--- src/rtl/seg_pkg.sv ---
// Shared constants, segment encoding and converter state type for the
// multiplexed seven-segment display driver.
package seg_pkg;

    localparam logic [6:0] SEG_BLANK = 7'b1111111;
    localparam logic [6:0] SEG_DASH  = 7'b1111110;

    typedef enum logic {IDLE, CONV} conv_state_t;

    // Active-low {a..g} pattern for one hex digit.
    function automatic logic [6:0] hex2seg(input logic [3:0] d);
        logic [6:0] s;
        case (d)
            4'h0:    s = 7'b0000001;
            4'h1:    s = 7'b1001111;
            4'h2:    s = 7'b0010010;
            4'h3:    s = 7'b0000110;
            4'h4:    s = 7'b1001100;
            4'h5:    s = 7'b0100100;
            4'h6:    s = 7'b0100000;
            4'h7:    s = 7'b0001111;
            4'h8:    s = 7'b0000000;
            4'h9:    s = 7'b0000100;
            4'hA:    s = 7'b0001000;
            4'hB:    s = 7'b1100000;
            4'hC:    s = 7'b0110001;
            4'hD:    s = 7'b1000010;
            4'hE:    s = 7'b0110000;
            default: s = 7'b0111000;
        endcase
        return s;
    endfunction

endpackage

--- src/rtl/bin2bcd_seq.sv ---
// Sequential double-dabble converter: one add-3/shift step per cycle.
// done, bcd_out and ovf are valid in the final CONV cycle so the caller can
// capture the result on the same edge that busy falls.
module bin2bcd_seq #(
    parameter int DATA_W = 16,
    parameter int NDIG   = 4
) (
    input  logic                clk,
    input  logic                rst_n,
    input  logic                start,
    input  logic [DATA_W-1:0]   bin_in,
    output logic                busy,
    output logic                done,
    output logic [4*NDIG-1:0]   bcd_out,
    output logic                ovf
);
    import seg_pkg::*;

    localparam int BCD_W = 4 * NDIG;
    localparam int CNT_W = $clog2(DATA_W);
    localparam logic [CNT_W-1:0] LAST = CNT_W'(DATA_W - 1);

    conv_state_t        state;
    logic [CNT_W-1:0]   cnt;
    logic [DATA_W-1:0]  sh;
    logic [BCD_W-1:0]   bcd;
    logic               ovf_acc;

    logic [BCD_W-1:0]   bcd_adj;
    logic [BCD_W-1:0]   bcd_nxt;
    logic               carry;

    always_comb begin
        bcd_adj = bcd;
        for (int i = 0; i < NDIG; i++) begin
            if (bcd[4*i +: 4] >= 4'd5) begin
                bcd_adj[4*i +: 4] = bcd[4*i +: 4] + 4'd3;
            end
        end
    end

    // The bit leaving the top digit is lost to the display, hence overflow.
    assign carry   = bcd_adj[BCD_W-1];
    assign bcd_nxt = {bcd_adj[BCD_W-2:0], sh[DATA_W-1]};

    assign busy    = (state == CONV);
    assign done    = busy && (cnt == LAST);
    assign bcd_out = bcd_nxt;
    assign ovf     = ovf_acc | carry;

    always_ff @(posedge clk or negedge rst_n) begin
        if (!rst_n) begin
            state   <= IDLE;
            cnt     <= '0;
            sh      <= '0;
            bcd     <= '0;
            ovf_acc <= 1'b0;
        end else begin
            case (state)
                IDLE: begin
                    if (start) begin
                        state   <= CONV;
                        sh      <= bin_in;
                        bcd     <= '0;
                        cnt     <= '0;
                        ovf_acc <= 1'b0;
                    end
                end
                default: begin
                    sh      <= {sh[DATA_W-2:0], 1'b0};
                    bcd     <= bcd_nxt;
                    ovf_acc <= ovf_acc | carry;
                    cnt     <= cnt + 1'b1;
                    if (cnt == LAST) begin
                        state <= IDLE;
                    end
                end
            endcase
        end
    end

endmodule

--- src/rtl/seg_scan_disp.sv ---
// Multiplexed common-anode seven-segment driver: hex or decimal display of a
// loaded value with leading-zero blanking, decimal points and overflow dashes.
module seg_scan_disp #(
    parameter int NDIG    = 4,
    parameter int DATA_W  = 16,
    parameter int PRESC_W = 18
) (
    input  logic               clk,
    input  logic               rst_n,
    input  logic [DATA_W-1:0]  value,
    input  logic               load,
    input  logic               mode,
    input  logic               blank_lz,
    input  logic [NDIG-1:0]    dp_mask,
    output logic               busy,
    output logic [NDIG-1:0]    ssel,
    output logic [6:0]         sseg,
    output logic               dp
);
    import seg_pkg::*;

    localparam int BCD_W = 4 * NDIG;
    localparam int IDX_W = $clog2(NDIG);
    localparam logic [IDX_W-1:0] IDX_LAST = IDX_W'(NDIG - 1);

    logic [PRESC_W-1:0] presc_q;
    logic [IDX_W-1:0]   idx;
    logic [BCD_W-1:0]   disp_q;
    logic               ovf_q;

    logic               start;
    logic               load_hex;
    logic [BCD_W-1:0]   hex_digits;
    logic               hex_ovf;
    logic               conv_done;
    logic [BCD_W-1:0]   conv_bcd;
    logic               conv_ovf;

    assign load_hex   = load && !busy && !mode;
    assign start      = load && !busy && mode;
    assign hex_digits = BCD_W'(value);
    assign hex_ovf    = |(value >> BCD_W);

    bin2bcd_seq #(
        .DATA_W (DATA_W),
        .NDIG   (NDIG)
    ) u_bcd (
        .clk     (clk),
        .rst_n   (rst_n),
        .start   (start),
        .bin_in  (value),
        .busy    (busy),
        .done    (conv_done),
        .bcd_out (conv_bcd),
        .ovf     (conv_ovf)
    );

    // Digit and overflow flag always change together so a scan never mixes
    // old and new values.
    always_ff @(posedge clk or negedge rst_n) begin
        if (!rst_n) begin
            disp_q <= '0;
            ovf_q  <= 1'b0;
        end else if (load_hex) begin
            disp_q <= hex_digits;
            ovf_q  <= hex_ovf;
        end else if (conv_done) begin
            disp_q <= conv_bcd;
            ovf_q  <= conv_ovf;
        end
    end

    always_ff @(posedge clk or negedge rst_n) begin
        if (!rst_n) begin
            presc_q <= '0;
            idx     <= '0;
        end else begin
            presc_q <= presc_q + 1'b1;
            if (&presc_q) begin
                idx <= (idx == IDX_LAST) ? '0 : idx + 1'b1;
            end
        end
    end

    // lz[i] is set when digit i and every digit above it are zero.
    logic [NDIG-1:0] lz;
    logic            lz_acc;
    always_comb begin
        lz     = '0;
        lz_acc = 1'b1;
        for (int i = NDIG - 1; i >= 0; i--) begin
            lz_acc = lz_acc & (disp_q[4*i +: 4] == 4'd0);
            lz[i]  = lz_acc;
        end
    end

    logic [3:0]      cur_digit;
    logic [6:0]      sseg_c;
    logic            dp_c;
    logic [NDIG-1:0] ssel_c;

    always_comb begin
        cur_digit = disp_q[4*idx +: 4];
        ssel_c    = ~(NDIG'(1) << idx);
        if (ovf_q) begin
            sseg_c = SEG_DASH;
            dp_c   = 1'b1;
        end else begin
            dp_c = ~dp_mask[idx];
            if (blank_lz && (idx != '0) && lz[idx]) begin
                sseg_c = SEG_BLANK;
            end else begin
                sseg_c = hex2seg(cur_digit);
            end
        end
    end

    always_ff @(posedge clk or negedge rst_n) begin
        if (!rst_n) begin
            ssel <= ~NDIG'(1);
            sseg <= 7'b0000001;
            dp   <= 1'b1;
        end else begin
            ssel <= ssel_c;
            sseg <= sseg_c;
            dp   <= dp_c;
        end
    end

endmodule

--- config.mk ---
export PLATFORM = sky130hd
export DESIGN_NAME = seg_scan_disp
export DESIGN_NICKNAME = d
export VERILOG_FILES = /design/src/rtl/seg_pkg.sv /design/src/rtl/bin2bcd_seq.sv /design/src/rtl/seg_scan_disp.sv
export SDC_FILE = /design/constraint.sdc
export NUM_CORES = 1
export LEC_CHECK = 0
export ABC_AREA = 1
export BUFFER_PORTS_ARGS = -buffer_cell sky130_fd_sc_hd__buf_4
export CAP_MARGIN = 25
export CORE_UTILIZATION = 39
export CTS_CLUSTER_SIZE = 24
export DETAILED_ROUTE_END_ITERATION = 16
export REMOVE_ABC_BUFFERS = 1
export SLEW_MARGIN = 10
export SYNTH_ARGS = -nofsm -noshare
export SYNTH_HDL_FRONTEND = slang
export SYNTH_SLANG_ARGS = --single-unit
--- constraint.sdc ---
create_clock -name clk -period 1.95 [get_ports clk]
set_input_delay 0.195 -clock clk [delete_from_list [all_inputs] [get_ports clk]]
set_output_delay 0.195 -clock clk [all_outputs]
set_load 0.05 [all_outputs]
# == Word level (Yosys, flattened, before mapping) ==
# Memory sizes are Yosys's and may differ from the RTL's.
# Index checks and enable logic that the tools add are counted.
# totals
ff_bits,87
latch_bits,0
ramBits,0
rom_bits,112
inputBits,25
wordCells,78
n_memories,1
# memory_table
memory,words,width,rd,rd_ports_with_merged_regs,wr,line_no,source
(name not given),16,7,1,0,0,seg_pkg.sv:13,case (d)
# classes
n_addsub,7
n_mul,0
n_div,0
n_lt_le_gt_ge,5
eq_ne,2
shifts,2
mux,27
n_bitwise,6
n_reduce_logical,16
# op_table
operator,n
2-to-1 mux 16 bit,6
2-to-1 mux 4 bit,6
adder 18 x 1 -> 18 bit (second input constant),1
AND reduction 18 bit,1
adder 4 x 2 -> 4 bit (second input constant),4
>= comparator 4 x 3 -> 1 bit (second input constant),4
zero test 4 bit,4
indexed part select 16 x 5 -> 4 bit,1
2-to-1 mux 7 bit,2
2-to-1 mux 1 bit,10
logical AND 1 bit,6
nonzero test 2 bit,3
adder 4 x 1 -> 4 bit (second input constant),1
binary-select mux 1 bit (select 2 bit),2
equality test 4 bit (second input constant),1
inverter 4 bit,1
<< shifter 1 x 2 -> 4 bit (first input constant),1
bitwise AND 1 bit,3
less-than comparator 2 x 3 -> 1 bit (second input constant),1
adder 2 x 1 -> 2 bit (second input constant),1
equality test 2 bit (second input constant),1
zero test 1 bit,2
2-to-1 mux 2 bit,1
inverter 1 bit,1
bitwise OR 1 bit,1

# == Longest topological paths before layout ==
# Gate-level depths: netlist (run 1).
# depth
depth_word,9
depth_mapped,11

# == Cells and area by module ==
# Synthesis (run 1) repeated with hierarchy kept, for this count alone.
# hier_totals
cells_unflattened,585
hier_area_um2,4759.6
# by_module_without_submodules
module,instances,cells_each,area_each_um2,seq_area_each_um2
seg_scan_disp,1,322,2647.5,1232.4
bin2bcd_seq,1,263,2112.0,950.9

# == Least setup slack after synthesis (run 1) ==
# Ideal clock, no wire load.
# synth_timing
kind,reg-to-reg
startpoint,register idx[1]
endpoint,register sseg[1]
setup_time_ns,0.119
arrival_time_ns,1.438
required_time_ns,1.831
slack_ns,0.394
path_stages_with_launch,11
path_buffers,1
synth_period_minus_slack_ns,1.556
path_cell_list,dfrtp_1 buf_4 inv_2 nand3_1 nand2_1 inv_2 ha_1 nand2_1 nor2_1 nor2_1 nand2_1
# synth_between
elab_chain_len,5
word_cells_on_any_way,9
classes_between,shift: 1; mux: 4; reduce/logical: 3; memory: 1
# synth_rtl
item,line_no,source
from (decl),seg_scan_disp.sv:27,logic [IDX_W-1:0] idx;
from (signal assigned),seg_scan_disp.sv:80,idx <= (idx == IDX_LAST) ? '0 : idx + 1'b1;
"parallel branches: the longest is 3 deep, another holds memory (16 x 7 bit)",--,
2-to-1 mux 7 bit *,seg_scan_disp.sv:110,if (blank_lz && (idx != '0) && lz[idx]) begin
2-to-1 mux 7 bit *,seg_scan_disp.sv:105,if (ovf_q) begin
named net sseg_c[1],seg_scan_disp.sv:98,logic [6:0] sseg_c;
to (signal assigned),seg_scan_disp.sv:125,sseg <= sseg_c;
to (decl),seg_scan_disp.sv:17,"output logic [6:0] sseg,"
# Mark *: on every way through the listed nets, which the timed path passes. The select of a mux whose other input is x is not followed.
# A chain may end at the register's enable or synchronous reset.

# == Final worst setup path (run 1) ==
# layout_timing
startpoint,register idx[0]
endpoint,register sseg[6]
# The elaborated chain is that of the path after synthesis.

==> metrics.cfg, run 1 <==
[worst_setup_path]
crit_type=flop to flop
reg2reg_to=sseg[6]
crit_path_end_kind=flop
reg2reg_depth=10
critPathLaunch=idx[0]
reg2reg_from=idx[0]
worst_setup_path_start_kind=flop
cp_max_fo=7
required_ps=2160
r2r_slack_ps=200
cp.arrival_ps=1970

[min_path]
hold_end=disp_q[8]
hp-class=input pin to flop
hp-start=value[8]
min_path_cells=3

[grt]
grt_pass1_vias=3563
grt_pass1_wl_mm=16.6
grt_max_degree=41
overflow=0
grt_usage_pct=18.0
grt_antenna_before_repair=0

[layout]
nets=628
drive_gt1_share_pct=16.5
areaGrowthSynthToFinish_pct=16.4
layout_commonest_cell=nand2_1
stdcell_count=730
insertedDiodeCount=0
fillers=1100
final_cell_mix=nand2_1 (138), dfrtp_1 (82), inv_1 (67), buf_4 (46), nand3_1 (37)
fin_util_pct=46.5
final_area_um2=5280

[synth]
yosys_warnings=0
synth_ff_type=dfrtp_1
synth_cell_type_count=35
synthesis.area_um2=4540
synth-seq-cells=87
async_reset_ff_share_pct=100
synth_edf_count=0
yosysSeqAreaShare_pct=48.1
syn_area_per_cell_um2=8.44
synth_cells=538

[job]
drv_cap=0

[die]
die_y_um=110
fp.coreArea_um2=11400
dieArea_um2=12100
start_util_pct=39.9
chipWidth_um=110
num_rows=39
pin_count=38

[route]
drt_iter0_drc=153
ant_nets=0
drc=0
routed_wl_mm=9.82
vias_per_cell=4.98
vias=3637
drt_pre_antenna_iters=4
drt-wirelength-per-cell_um=13.5

[clock_tree]
ctsRootBufferMaster=clkbuf_16
cts_tree=done
clockBufferDepth=2
cts.clk_slew.worst_paths_ps=60
clock_insertion_delay_worst_skew_ps=340
htree_levels=3
clock_sinks=87
post_cts_buffers=0
cts_buffers=9

[placement]
dp_slack_ps=195
detailed_place_hpwl_mm=7.22
portBuffers=37
dp_cells=714
place_area_um2=5000
place_congestion=0.848

[timing]
skew_ps=9.32
timing.fmax_mhz=570
finalSetupViolCount=0
drv_slew=0
rsz0062_at_grt=no
timing.final.ws_setup_ps=196
fin_crit_ps=1750
worst_pin_slew_ps=429
fin_crit_sh_pct=90.0
hold_violations=0
slew_headroom_pct=71.1
tns_ps=0

[power_and_ir_drop]
power_density_nw_per_um2=1490
leakage_nw=2.65
ir_drop_mv=0.986

[run_status]
outcome=finished, final reports clean

-- synthesized netlist by cell type (2+ instances only) --
library cell	number	area (um^2)
xor2_1	16	140
nand2_1	138	518
nand2_2	10	62.6
buf_4	3	22.5
ha_1	20	250
nor2_2	3	18.8
nand3b_1	3	22.5
dfstp_2	5	131
buf_6	2	22.5
a21oi_1	21	105
nand3_2	5	50.1
o21ai_0	21	105
nand2_4	2	22.5
xnor2_1	3	26.3
o22ai_1	27	169
nand3_1	37	185
inv_1	67	251
o21ai_1	4	20.0
nor2_1	29	109
o21bai_1	5	37.5
nor2_4	2	22.5
buf_2	7	35.0
nand4_1	4	25.0
clkbuf_1	2	7.51
o211ai_1	4	30.0
o221ai_1	2	17.5
inv_2	7	26.3
dfrtp_1	82	2050
-- how the worst max path moves through the flow --
stage	to	slack, ps
after floorplan	u_bcd.cnt[1]	-160
after global placement	sseg[3]	270
after detailed placement	sseg[3]	190
after CTS	sseg[3]	180
after global routing	sseg[1]	6
final	sseg[6]	200
-- state kept, by name, indices dropped and copies added (netlist names) --
signal         cells
disp_q            16
dp                 1
idx                2
ovf_q              1
presc_q           18
sseg               7
ssel               4
u_bcd.bcd         16
u_bcd.busy         1
u_bcd.cnt          4
u_bcd.ovf_acc      1
u_bcd.sh          16
-- worst max-delay path: stages, from the launching register on --
cell and delay, ps:
dfrtp_1 480, buf_4 200, nand2_1 50, nand3_1 70
nand2_1 200, inv_2 80, ha_1 250, nand2_1 110
nand2_1 60, nand2_1 50, nand3_1 70
-- cell type report --
cell class	instances	area, um^2	area share, %
clock buffer	12	256	4.85
clock inverter	3	18.8	0.355
inverter	74	280	5.30
multi-input combinational	363	1990	37.7
sequential	87	2180	41.3
tap	143	179	3.39
timing repair buffer	48	375	7.10
-- power by group --
group | leakage, nW | internal (mW) | switching (mW)
Clock | 0.138 | 0.924 | 0.677
Sequential | 1.05 | 2.46 | 0.423
Combinational | 1.46 | 1.20 | 2.17
Total | 2.65 | 4.58 | 3.27
-- metal layers --
layer	vias to the layer above	wire length, um	GRT usage (%)
li1	1823	-	-
met1	1746	4750	24.2
met2	64	4560	28.0
met3	4	455	5.51
met4	0	55	4.57
met5	-	0	0
-- kinds of logic after synthesis --
| kind of cell | after synthesis | share of synthesized area (%) |
|---|---|---|
| adder cells (fa/ha/maj) | 20 | 5.51 |
| buffers and inverters | 88 | 8.05 |
| AO/OA/AOI/OAI | 88 | 11.4 |
| AND/OR/NAND/NOR | 236 | 23.3 |
| XOR/XNOR | 19 | 3.67 |
| flip-flops | 87 | 48.1 |
-- through the flow --
stage | power (mW) | hold slack, ps
2_1_floorplan | 5.30 | -101
3_3_place_gp | 6.17 | 132
3_5_place_dp | 6.28 | 137
4_1_cts | 7.92 | 88.3
5_1_grt | 8.54 | 96.1
6_report | 7.85 | 91.7
-- what timing repair did --
item,CTS,global route
setup endpoints to repair,0,4
hold buffers,1,0
endpoints found under the hold margin,20,0
gates resized for setup,0,1
Power figures use the tool's default switching activity.
==> run 2: changes to the inputs <==
--- a/config.mk
+++ b/config.mk
@@ -8,11 +8,16 @@
 export ABC_AREA = 1
 export BUFFER_PORTS_ARGS = -buffer_cell sky130_fd_sc_hd__buf_4
 export CAP_MARGIN = 25
+export CELL_PAD_IN_SITES_DETAIL_PLACEMENT = 1
+export CELL_PAD_IN_SITES_GLOBAL_PLACEMENT = 1
 export CORE_UTILIZATION = 39
 export CTS_CLUSTER_SIZE = 24
 export DETAILED_ROUTE_END_ITERATION = 16
+export PLACE_DENSITY_LB_ADDON = 0.1
 export REMOVE_ABC_BUFFERS = 1
+export SETUP_SLACK_MARGIN = 0.2
 export SLEW_MARGIN = 10
 export SYNTH_ARGS = -nofsm -noshare
 export SYNTH_HDL_FRONTEND = slang
 export SYNTH_SLANG_ARGS = --single-unit
+export TNS_END_PERCENT = 50
==> metrics.cfg, run 2 (same netlist as run 1, synthesis figures left out) <==
[timing]
drv_slew=0  ; unchanged
holdWs_ps=86.3  ; was 91.7 ps
skew_ps=8.82  ; was 9.32 ps
timing.final.ws_setup_ps=346  ; was 196 ps
finalSetupViolCount=0  ; unchanged
hold_violations=0  ; unchanged
rsz0062_at_grt=yes  ; was no
worst_pin_slew_ps=487  ; was 429 ps
fin_crit_sh_pct=82.3  ; was 90.0%
fin_crit_ps=1600  ; was 1750 ps
slew_headroom_pct=67.5  ; was 71.1%
timing.fmax_mhz=623  ; was 570 MHz

[grt]
grt_pass1_wl_mm=19.1  ; was 16.6 mm
grt_pass1_vias=3864  ; was 3563
grt_usage_pct=21.1  ; was 18.0%
grt_max_degree=55  ; was 41
overflow=0  ; unchanged
grt_antenna_before_repair=0  ; unchanged

[die]
fp.coreArea_um2=11400  ; unchanged
chipWidth_um=110  ; unchanged
num_rows=39  ; unchanged
pin_count=38  ; unchanged
start_util_pct=39.9  ; unchanged
dieArea_um2=12100  ; unchanged
die_y_um=110  ; unchanged

[power_and_ir_drop]
ir_drop_mv=0.814  ; was 0.986 mV
leakage_nw=2.65  ; about the same
power_density_nw_per_um2=1520  ; was 1490 nW/um^2
power_mw=8.07  ; was 7.85 mW

[placement]
place_congestion=0.808  ; was 0.848
dp_slack_ps=134  ; was 195 ps
portBuffers=37  ; unchanged
detailed_place_hpwl_mm=8.26  ; was 7.22 mm
place_area_um2=4990  ; was 5000 um^2

[worst_setup_path]
cp_max_fo=9  ; was 7
crit_type=flop to flop  ; unchanged
crit_path_end_kind=flop  ; unchanged
cp.arrival_ps=1880  ; was 1970 ps
required_ps=2220  ; was 2160 ps
worst_setup_path_start_kind=flop  ; unchanged

[run_status]
outcome=finished, violations left  ; was finished, final reports clean
violations=design-rule violations

[layout]
nets=627  ; was 628
fin_util_pct=46.7  ; was 46.5%
areaGrowthSynthToFinish_pct=17.0  ; was 16.4%
layout_commonest_cell=nand2_1  ; unchanged
largest_reg_flops=18  ; unchanged
insertedDiodeCount=0  ; unchanged
seq_area_um2=2180  ; about the same
top_register=presc_q  ; unchanged
drive_gt1_share_pct=16.9  ; was 16.5%
fillers=1386  ; was 1100
multi_input_area_um2=2010  ; was 1990 um^2
final_cell_mix=nand2_1 (136), dfrtp_1 (81), inv_1 (66), buf_4 (45), nand3_1 (36)  ; was nand2_1 (138), dfrtp_1 (82), inv_1 (67), buf_4 (46), nand3_1 (37)
final_area_um2=5310  ; was 5280 um^2

[clock_tree]
ctsRootBufferMaster=clkbuf_16  ; unchanged
post_cts_buffers=0  ; unchanged
cts_buffers=9  ; unchanged
clockBufferDepth=2  ; unchanged
clock_insertion_delay_worst_skew_ps=350  ; was 340 ps
cts.clk_slew.worst_paths_ps=60  ; about the same
htree_levels=3  ; unchanged
clock_sinks=87  ; unchanged
cts_tree=done  ; unchanged

[job]
drv_cap=0  ; unchanged

[route]
vias=3658  ; was 3637
drc=2  ; was 0
ant_nets=0  ; unchanged
vias_per_cell=5.01  ; was 4.98
drt_iter0_drc=71  ; was 153
routed_wl_mm=11.3  ; was 9.82 mm
drt_pre_antenna_iters=10  ; was 4
drt-wirelength-per-cell_um=15.4  ; was 13.5 um

[min_path]
hp-class=input pin to flop  ; unchanged

-- run 2: path summary, 6_finish.rpt --
| check | slack, ps | cells after the start | endpoint | startpoint |
|---|---|---|---|---|
| worst max-delay path | 350 | 10 | sseg[0] | idx[0] |
| worst min-delay path | 90 | 3 | disp_q[15] | value[15] |
| worst max register to register | 350 | 10 | sseg[0] | idx[0] |
| worst min register to register | 410 | 1 | sseg[0] | ovf_q |
| max in group asynchronous | 910 | 3 | sseg[0] | rst_n |
| min in group asynchronous | 350 | 2 | presc_q[5] | rst_n |
-- run 2: final cells by class --
type                            count  area share [%]
Sequential cell                    87            41.2
Clock buffer                       15            4.86
Inverter                           74            5.33
Clock inverter                      1           0.566
Multi-Input combinational cell    363            37.8
Tap cell                          143            3.37
Timing Repair Buffer               47            6.93
-- run 2: timing repair --
action | CTS | global route
gates resized for setup | 3 | 5
setup endpoints to repair | 3 | 6
hold buffers | 1 | 0
endpoints found under the hold margin | 33 | 0
-- run 2: critical path, cell delays in order (launching register included) --
cell and delay, ps:
dfrtp_2 480, inv_6 120, nand2_1 70, nand3_1 90, nand2_2 110, inv_2 90
ha_1 190, nand3_2 100, nand2_1 80, nand2_1 60, a21oi_2 140
-- run 2: per-layer routing --
layer  vias to the layer above  global-route usage, %  wire length (um)
met4                         0                   8.57               196
met5                         -                      0                 0
li1                       1827                      -                 -
met1                      1778                   27.5              5350
met2                        40                   35.3              5460
met3                        13                   2.67               255
-- run 2: through the flow --
step           setup TNS (ps)  instances
6_report                    0        730
2_1_floorplan           -1910        524
5_1_grt                     0        730
3_3_place_gp                0        713
4_1_cts                     0        730
3_5_place_dp                0        713
-- run 2: where the power goes --
part | internal, mW | switching, mW
sequential | 2.46 | 0.434
combinational | 1.21 | 2.24
clock | 1.03 | 0.698
==> run 3: changes to the inputs <==
==> constraint.sdc (replaced) <==
create_clock -name clk -period 1.4 [get_ports clk]
set_input_delay 0.14 -clock clk [delete_from_list [all_inputs] [get_ports clk]]
set_output_delay 0.14 -clock clk [all_outputs]
set_load 0.05 [all_outputs]
==> metrics.cfg, run 3 (same netlist as run 1, synthesis figures left out) <==
[worst_setup_path]
crit_path_end_kind=flop  ; unchanged
required_ps=1640  ; was 2220 ps
cp.arrival_ps=1800  ; was 1880 ps
worst_setup_path_start_kind=flop  ; unchanged
critPathLaunch=idx[0]  ; unchanged
cp_max_fo=5  ; was 9
crit_type=flop to flop  ; unchanged
reg2reg_from=idx[0]  ; unchanged

[power_and_ir_drop]
ir_drop_mv=1.73  ; was 0.814 mV
power_frac_comb_pct=57.7  ; was 42.7%
internal_power_mw=8.90  ; was 4.70 mW
p_sw_share_pct=44.6  ; was 41.8%
leakage_nw=3.41  ; was 2.65 nW
clkPwrFrac_pct=16.0  ; was 21.4%
power_density_nw_per_um2=2200  ; was 1520 nW/um^2
power_switching_mw=7.18  ; was 3.37 mW
seq_power_share_pct=26.4  ; was 35.8%

[clock_tree]
clockBufferDepth=2  ; unchanged
cts_buffers=9  ; unchanged
clock_insertion_delay_worst_skew_ps=360  ; was 350 ps
ctsRootBufferMaster=clkbuf_16  ; unchanged
cts.clk_slew.worst_paths_ps=70  ; was 60 ps
clock_sinks=87  ; unchanged
cts_tree=done  ; unchanged
htree_levels=3  ; unchanged

[run_status]
outcome=finished, violations left  ; unchanged
violations=negative setup slack  ; was design-rule violations

[timing]
worst_pin_slew_ps=399  ; was 487 ps
slew_headroom_pct=73.4  ; was 67.5%
tns_ps=-1100  ; was 0 ps
holdWs_ps=33.8  ; was 86.3 ps
fin_crit_sh_pct=112  ; was 82.3%
timing.final.ws_setup_ps=-163  ; was 346 ps
fin_crit_ps=1560  ; was 1600 ps
drv_slew=0  ; unchanged
rsz0062_at_grt=yes  ; unchanged
skew_ps=5.65  ; was 8.82 ps
hold_violations=0  ; unchanged
finalSetupViolCount=11  ; was 0
timing.fmax_mhz=640  ; was 623 MHz

[die]
pin_count=38  ; unchanged
chipWidth_um=110  ; unchanged
start_util_pct=39.9  ; unchanged
fp.coreArea_um2=11400  ; unchanged
dieArea_um2=12100  ; unchanged
num_rows=39  ; unchanged
die_y_um=110  ; unchanged

[placement]
place_congestion=0.837  ; was 0.808
dp_slack_ps=-216  ; was 134 ps
portBuffers=37  ; unchanged
detailed_place_hpwl_mm=8.95  ; was 8.26 mm

[job]
drv_cap=0  ; unchanged

[grt]
overflow=0  ; unchanged
grt_pass1_wl_mm=22.1  ; was 19.1 mm
grt_usage_pct=24.2  ; was 21.1%
grt_max_degree=26  ; was 55
grt_antenna_before_repair=0  ; unchanged
grt_pass1_vias=4443  ; was 3864

[layout]
insertedDiodeCount=0  ; unchanged
largest_reg_flops=18  ; unchanged
nets=712  ; was 627
drive_gt1_share_pct=56.0  ; was 16.9%
fillers=1204  ; was 1386
final_cell_mix=buf_4 (87), nand2_1 (77), dfrtp_1 (76), inv_1 (45), nand2_2 (44)  ; was nand2_1 (136), dfrtp_1 (81), inv_1 (66), buf_4 (45), nand3_1 (36)
top_register=presc_q  ; unchanged
fin_util_pct=64.2  ; was 46.7%
areaGrowthSynthToFinish_pct=60.9  ; was 17.0%
layout_commonest_cell=buf_4  ; was nand2_1

[route]
drt_iter0_drc=134  ; was 71
ant_nets=0  ; unchanged
vias_per_cell=5.27  ; was 5.01
routed_wl_mm=15.6  ; was 11.3 mm
drt-wirelength-per-cell_um=19.1  ; was 15.4 um
drt_pre_antenna_iters=4  ; was 10
vias=4297  ; was 3658
drc=0  ; was 2

[min_path]
hp-start=value[7]  ; was value[15]
hp-class=input pin to flop  ; unchanged

## run 3: changes by cell type in the layout (fill, tap and decap cells not counted), moves of 16 or more
| cell | delta |
|---|---|
| nand2_1 | -59 |
| buf_4 | +42 |
| buf_6 | +35 |
| nand2_2 | +32 |
| nand2_4 | +24 |
| nand3_1 | -24 |
| inv_1 | -21 |
| a21oi_1 | -19 |
| ha_1 | -17 |
| o21ai_0 | -17 |
| a21oi_2 | +16 |
## run 3: what timing repair did
action	4_1_cts	5_1_grt
hold endpoints to repair	21	0
buffers inserted	20	19
hold buffers	1	0
gates cloned	1	0
resized for setup	205	142
endpoints found under the setup margin	73	74
pin swaps	70	94
## run 3: critical path, cell delays in order (launching register included)
cell and delay (ps):
dfrtp_1 440, buf_6 170, nand2_4 70, nand3_4 120, nand2_8 80, buf_6 120
ha_4 170, nand2_4 70, nand2_1 60, nand2_1 60, nand3_1 70
## run 3: area by class of cell
| type | count | area, um^2 | share of cell area, % |
|---|---|---|---|
| tap | 143 | 179 | 2.45 |
| clock buffer | 11 | 253 | 3.46 |
| timing repair buffer | 131 | 1200 | 16.5 |
| multi-input combinational | 363 | 3090 | 42.3 |
| sequential | 87 | 2190 | 30.0 |
| timing repair inverter | 1 | 11.3 | 0.154 |
| inverter | 74 | 319 | 4.37 |
| clock inverter | 5 | 56.3 | 0.771 |
## run 3: metrics by stage
| step | power, mW | cells | instance area (um^2) |
|---|---|---|---|
| after floorplan | 7.38 | 524 | 4450 |
| after global placement | 9.33 | 758 | 5350 |
| after detailed placement | 9.56 | 758 | 5350 |
| after CTS | 13.9 | 796 | 6560 |
| after global routing | 17.0 | 815 | 7300 |
| final | 16.1 | 815 | 7300 |
## run 3: worst paths after layout
kind                                to  slack [ps]  cells after the start
min in group asynchronous   presc_q[4]         260                      2
min reg2reg                    sseg[0]         400                      1
max                            sseg[6]        -160                     10
min                          disp_q[7]          30                      3
max reg2reg                    sseg[6]        -160                     10
max in group asynchronous  u_bcd.sh[7]         600                      3
## run 3: power by group through the flow
stage / Clock (mW) / Sequential [mW] / Combinational (mW)
2_1_floorplan: 0 / 4.32 / 3.06
3_3_place_gp: 0 / 4.00 / 5.33
3_5_place_dp: 0 / 4.04 / 5.52
4_1_cts: 2.58 / 4.10 / 7.25
5_1_grt: 2.69 / 4.35 / 10.0
6_report: 2.57 / 4.24 / 9.28
## run 3: layer usage
| metal | vias to the layer above | global-route usage (%) | routed length, um |
|---|---|---|---|
| met4 | 0 | 10.5 | 498 |
| li1 | 1992 | - | - |
| met2 | 75 | 41.7 | 8240 |
| met1 | 2195 | 30.2 | 6510 |
| met3 | 35 | 3.32 | 359 |
| met5 | - | 0 | 0 |
